--- src/rtl/pht_counter_table.sv ---
// Pattern-history table of saturating counters: one synchronous prediction port,
// one read-modify-write update port, and a one-entry-per-cycle reset sweep.
module pht_counter_table #(
  parameter int ADDR_W   = 10,
  parameter int CTR_W    = 2,
  parameter int INIT_VAL = 1
) (
  input  logic              clk,
  input  logic              rstn,
  input  logic              pred_req,
  input  logic [ADDR_W-1:0] pred_addr,
  output logic              pred_vld,
  output logic [CTR_W-1:0]  pred_ctr,
  output logic              pred_taken,
  input  logic              upd_valid,
  input  logic [ADDR_W-1:0] upd_addr,
  input  logic              upd_taken,
  output logic              upd_ready,
  output logic              init_done
);

  localparam int               DEPTH     = 1 << ADDR_W;
  localparam logic [CTR_W-1:0] INIT_CTR  = CTR_W'(INIT_VAL);
  localparam logic [CTR_W-1:0] CTR_MAX   = {CTR_W{1'b1}};
  localparam logic [CTR_W-1:0] CTR_ONE   = CTR_W'(1);
  localparam logic [ADDR_W:0]  SWEEP_END = (ADDR_W+1)'(DEPTH);
  localparam logic [ADDR_W:0]  PTR_ONE   = (ADDR_W+1)'(1);

  typedef enum logic {INIT, RUN} state_t;

  state_t            state, state_nxt;
  logic [ADDR_W:0]   sweep_ptr, sweep_ptr_nxt;

  logic [CTR_W-1:0]  mem [DEPTH];

  logic              wr_en;
  logic [ADDR_W-1:0] wr_addr;
  logic [CTR_W-1:0]  wr_data;

  logic              upd_acc;
  logic              u1_vld;
  logic [ADDR_W-1:0] u1_addr;
  logic              u1_taken;
  logic [CTR_W-1:0]  u1_ram;
  logic              u1_byp;
  logic [CTR_W-1:0]  u1_byp_data;
  logic [CTR_W-1:0]  u1_old;
  logic [CTR_W-1:0]  u1_new;

  logic              u2_vld;
  logic [ADDR_W-1:0] u2_addr;
  logic [CTR_W-1:0]  u2_new;

  always_ff @(posedge clk) begin
    if (!rstn) begin
      state     <= INIT;
      sweep_ptr <= '0;
    end else begin
      state     <= state_nxt;
      sweep_ptr <= sweep_ptr_nxt;
    end
  end

  // The sweep owns the single write port in INIT; the update pipeline owns it in RUN.
  always_comb begin
    state_nxt     = state;
    sweep_ptr_nxt = sweep_ptr;
    wr_en         = 1'b0;
    wr_addr       = u2_addr;
    wr_data       = u2_new;
    case (state)
      INIT: begin
        if (sweep_ptr == SWEEP_END) begin
          state_nxt = RUN;
        end else begin
          wr_en         = 1'b1;
          wr_addr       = sweep_ptr[ADDR_W-1:0];
          wr_data       = INIT_CTR;
          sweep_ptr_nxt = sweep_ptr + PTR_ONE;
        end
      end
      RUN: begin
        wr_en = u2_vld;
      end
      default: begin
        state_nxt = INIT;
      end
    endcase
  end

  assign upd_ready = (state == RUN);
  assign init_done = (state == RUN);
  assign upd_acc   = upd_valid && upd_ready;

  always_ff @(posedge clk) begin
    if (wr_en && rstn) begin
      mem[wr_addr] <= wr_data;
    end
  end

  always_ff @(posedge clk) begin
    if (!rstn) begin
      u1_vld <= 1'b0;
      u2_vld <= 1'b0;
    end else begin
      u1_vld <= upd_acc;
      u2_vld <= u1_vld;
    end
  end

  // Raw RAM read plus a bypass flag for a write landing on the same edge as the read.
  always_ff @(posedge clk) begin
    if (upd_acc) begin
      u1_addr     <= upd_addr;
      u1_taken    <= upd_taken;
      u1_ram      <= mem[upd_addr];
      u1_byp      <= wr_en && (wr_addr == upd_addr);
      u1_byp_data <= wr_data;
    end
    u2_addr <= u1_addr;
    u2_new  <= u1_new;
  end

  // The update one stage ahead is the most recent writer, so it wins over the bypass.
  always_comb begin
    u1_old = u1_ram;
    if (u2_vld && (u2_addr == u1_addr)) begin
      u1_old = u2_new;
    end else if (u1_byp) begin
      u1_old = u1_byp_data;
    end
    u1_new = u1_old;
    if (u1_taken) begin
      if (u1_old != CTR_MAX) u1_new = u1_old + CTR_ONE;
    end else begin
      if (u1_old != '0) u1_new = u1_old - CTR_ONE;
    end
  end

  always_ff @(posedge clk) begin
    if (!rstn) begin
      pred_vld <= 1'b0;
      pred_ctr <= INIT_CTR;
    end else begin
      pred_vld <= pred_req;
      if (pred_req) begin
        if (state == INIT) begin
          pred_ctr <= INIT_CTR;
        end else if (wr_en && (wr_addr == pred_addr)) begin
          pred_ctr <= wr_data;
        end else begin
          pred_ctr <= mem[pred_addr];
        end
      end
    end
  end

  assign pred_taken = pred_ctr[CTR_W-1];

endmodule

--- config.mk ---
export PLATFORM = sky130hd
export DESIGN_NAME = pht_counter_table
export DESIGN_NICKNAME = d
export VERILOG_FILES = /design/src/rtl/pht_counter_table.sv
export SDC_FILE = /design/constraint.sdc
export NUM_CORES = 2
export LEC_CHECK = 0
export CAP_MARGIN = 15
export CORE_ASPECT_RATIO = 1.25
export CORE_MARGIN = 3
export CORE_UTILIZATION = 53
export CTS_BUF_LIST = sky130_fd_sc_hd__clkbuf_2
export DETAILED_ROUTE_END_ITERATION = 8
export MAX_ROUTING_LAYER = met4
export PLACE_DENSITY = 0.72
export SLEW_MARGIN = 15
export SYNTH_ARGS = -nofsm -noshare
export SYNTH_HDL_FRONTEND = slang
export SYNTH_SLANG_ARGS = --single-unit
--- constraint.sdc ---
create_clock -name clk -period 16.45 [get_ports clk]
set_clock_uncertainty 0.2 [all_clocks]
set_input_delay 3.29 -clock clk [delete_from_list [all_inputs] [get_ports clk]]
set_output_delay 3.29 -clock clk [all_outputs]
set_load 0.005 [all_outputs]
==> impl_metrics.yaml <==
floorplan:
  die_w_um: 400
  pin_count: 31
  dieArea_sq_um: 200000
  die_h_um: 499
  start_util: 0.534
  core-area_sq_um: 193000
  fp-row-count: 180
logic_synthesis:
  syn_nets: 6109
  synth_cell_types: 81
  synth.avg_cell_area_sq_um: 16.9
  synth_async_sr_flop_share: 0
  synth.most_common_cell: "edfxtp_1"
  yosysTopAreaCell: "edfxtp_1"
  ys.warnings.count: 0
  yosysSeqAreaShare: 0.608
  syn_area_sq_um: 103000
  netlist.area_leader.share: 0.602
  synth_top_cells_by_area: "edfxtp_1 60%, mux4_2 21%, nor2_1 4.0%"
  synth_common_cells: "2064 x edfxtp_1, 1108 x nor2_1, 971 x mux4_2"
  synth_ff_type: "edfxtp_1"
  synth_cells: 6082
  ys_seq_elements: 2093
  synth_edf_count: 2064
finish:
  layout.nets: 6206
  drive_above_1_share: 0.304
  multi_input_area_sq_um: 37500
  area_growth_pct: 6.02
  regArea_sq_um: 62600
  fill_cells: 15200
clocking:
  cts_setup_buffers: 0
  cts_resized: 0
  cts_tree: "yes"
  cts_made_buffers: 488
  clock-sinks: 2093
  clockBufferDepth: 4
  cts_htree_levels: 5
  clk_latency_ns: 2.05
  cts-root-buf: "clkbuf_2"
  ctsHoldBuffers: 0
  path_clk_slew_ns: 0.13
worst_setup_path:
  path_class: "in2reg"
  endpoint_kind: "register"
  max_stage_delay_ns: 0.90
  crit_path_start_kind: "input pin"
  cp_cell_sequence: "buf_8 -> buf_12 -> buf_4 -> mux4_2 -> mux4_2 -> mux4_2 -> o22ai_1 -> nor2_1 -> a22o_1"
  crit_required_ns: 18.03
  path_max_fanout: 124
  cp_common_cell: "mux4_2"
  worstPathArrival_ns: 8.45
  cpMaxStageDelayCell: "o22ai_1"
sta:
  setup_violations: 0
  fin_crit_sh: 0.418
  slew_headroom: 0.0810
  fmax_mhz: 146
  worst_pin_slew_ns: 1.38
  hold_viol_final: 0
  rsz0062_at_grt: "no"
  period_minus_slack_ns: 6.87
  tns_ns: 0
  worst_slack_ns: 9.58
  final_max_slew_viol_count: 0
route:
  vias: 65600
  routed_wl_mm: 328
  wl_per_cell_um: 35.9
  drt_iter0_drc: 10300
  drc: 0
  firstDrtPassIters: 8
  antenna_left: 0
  via_per_inst: 7.19
run_status:
  outcome: "completed"
placed_design:
  dp_hpwl_mm: 190
  place_ws_ns: 7.51
  port_buffers: 30
  routabilityCongestion: 0.977
power:
  peakVddDrop_mv: 0.0818
  pwr_density_cell_nw_per_um2: 87.7
  p_leak_nw: 32.0
min_path:
  hp-class: "reg2reg"
global_route:
  overflow: 0
  grt_max_degree: 238
  track_usage: 0.338
  grt_pass1_vias: 65800
  grt_first_pass_wirelength_mm: 466
  antenna_found_initial: 16
job:
  max_cap_violations: 0
-- placed cells by master (no fill, tap or decap), types with 78 or more instances in the layout --
cell type,instances
clkinv_1,110
nand2_1,102
mux2i_1,322
a22oi_1,78
a21oi_1,78
nor2_1,1099
a221oi_1,81
buf_4,136
edfxtp_1,2064
clkbuf_2,697
mux4_2,971
-- kinds of logic (layout without fill, tap and decap cells) --
kind of cell	Yosys count	in the layout	synth area share
AO/OA/AOI/OAI	515	515	0.0360
XOR/XNOR	35	35	0.00298
adder cells (fa/ha/maj)	4	4	0.000437
buffers and inverters	589	1049	0.0315
flip-flops	2093	2093	0.608
multiplexers	1387	1387	0.264
other	0	40	0
AND/OR/NAND/NOR	1459	1459	0.0575
-- sequential cells by signal, indices dropped and copies added (netlist names), 2 cells and up --
name / flops
u1_addr: 10
u2_new: 2
pred_ctr: 2
u1_byp_data: 2
u2_addr: 10
sweep_ptr: 11
u1_ram: 2
mem: 2048
-- critical path, delay by kind of cell --
kind / cells / cell delay (ns)
buffers and inverters: 3 / 2.14
multiplexers: 3 / 1.46
AND/OR/NAND/NOR: 1 / 0.12
AO/OA/AOI/OAI: 2 / 1.13
-- stage by stage --
| step | utilization | hold WS [ns] | instances | cell area (sq um) | total power, mW |
|---|---|---|---|---|---|
| final | 0.566 | 0.193 | 9130 | 109000 | 9.57 |
| after global routing | 0.566 | 0.177 | 9121 | 109000 | 9.87 |
| after CTS | 0.565 | 0.167 | 9086 | 109000 | 9.57 |
| after detailed placement | 0.544 | 0.177 | 8233 | 105000 | 6.45 |
| after global placement | 0.544 | 0.175 | 8233 | 105000 | 6.45 |
| after floorplan | - | 0.169 | 6082 | 103000 | 6.25 |
-- layout make-up --
| type | count | share of cell area |
|---|---|---|
| clock inverter | 156 | 0.00591 |
| inverter | 18 | 0.000699 |
| clock buffer | 697 | 0.0320 |
| tap | 2548 | 0.0292 |
| timing repair buffer | 178 | 0.0144 |
| sequential | 2093 | 0.573 |
| antenna | 40 | 0.000917 |
| multi-input combinational | 3400 | 0.344 |
-- path summary, 6_finish.rpt --
| kind | slack, ns | depth (start not counted) | to | startpoint |
|---|---|---|---|---|
| worst max-delay path | 9.58 | 9 | u1_ram[0]$_DFFE_PP_ | upd_addr[1] |
| worst min-delay path | 0.19 | 0 | u2_addr[8]$_DFF_P_ | u1_addr[8]$_DFFE_PP_ |
| worst max register to register | 10.30 | 8 | mem[484][1]$_DFFE_PP_ | sweep_ptr[1]$_SDFFE_PN0P_ |
| worst min register to register | 0.19 | 0 | u2_addr[8]$_DFF_P_ | u1_addr[8]$_DFFE_PP_ |
-- routing by layer --
| layer | global-route usage | vias up | share of wire |
|---|---|---|---|
| met1 | 0.419 | 33500 | 0.33 |
| met3 | 0.0884 | 1156 | 0.14 |
| met4 | 0.203 | 0 | 0.072 |
| met5 | - | - | 0 |
| li1 | - | 25500 | - |
| met2 | 0.504 | 5518 | 0.46 |
-- where the power goes --
group	internal (mW)	leakage, nW	switching [mW]	total (mW)
clock	1.14	3.24	2.09	3.23
combinational	0.184	11.1	0.397	0.582
sequential	5.76	17.7	0.00167	5.76
Note: power is estimated with default switching activity, not from simulation.
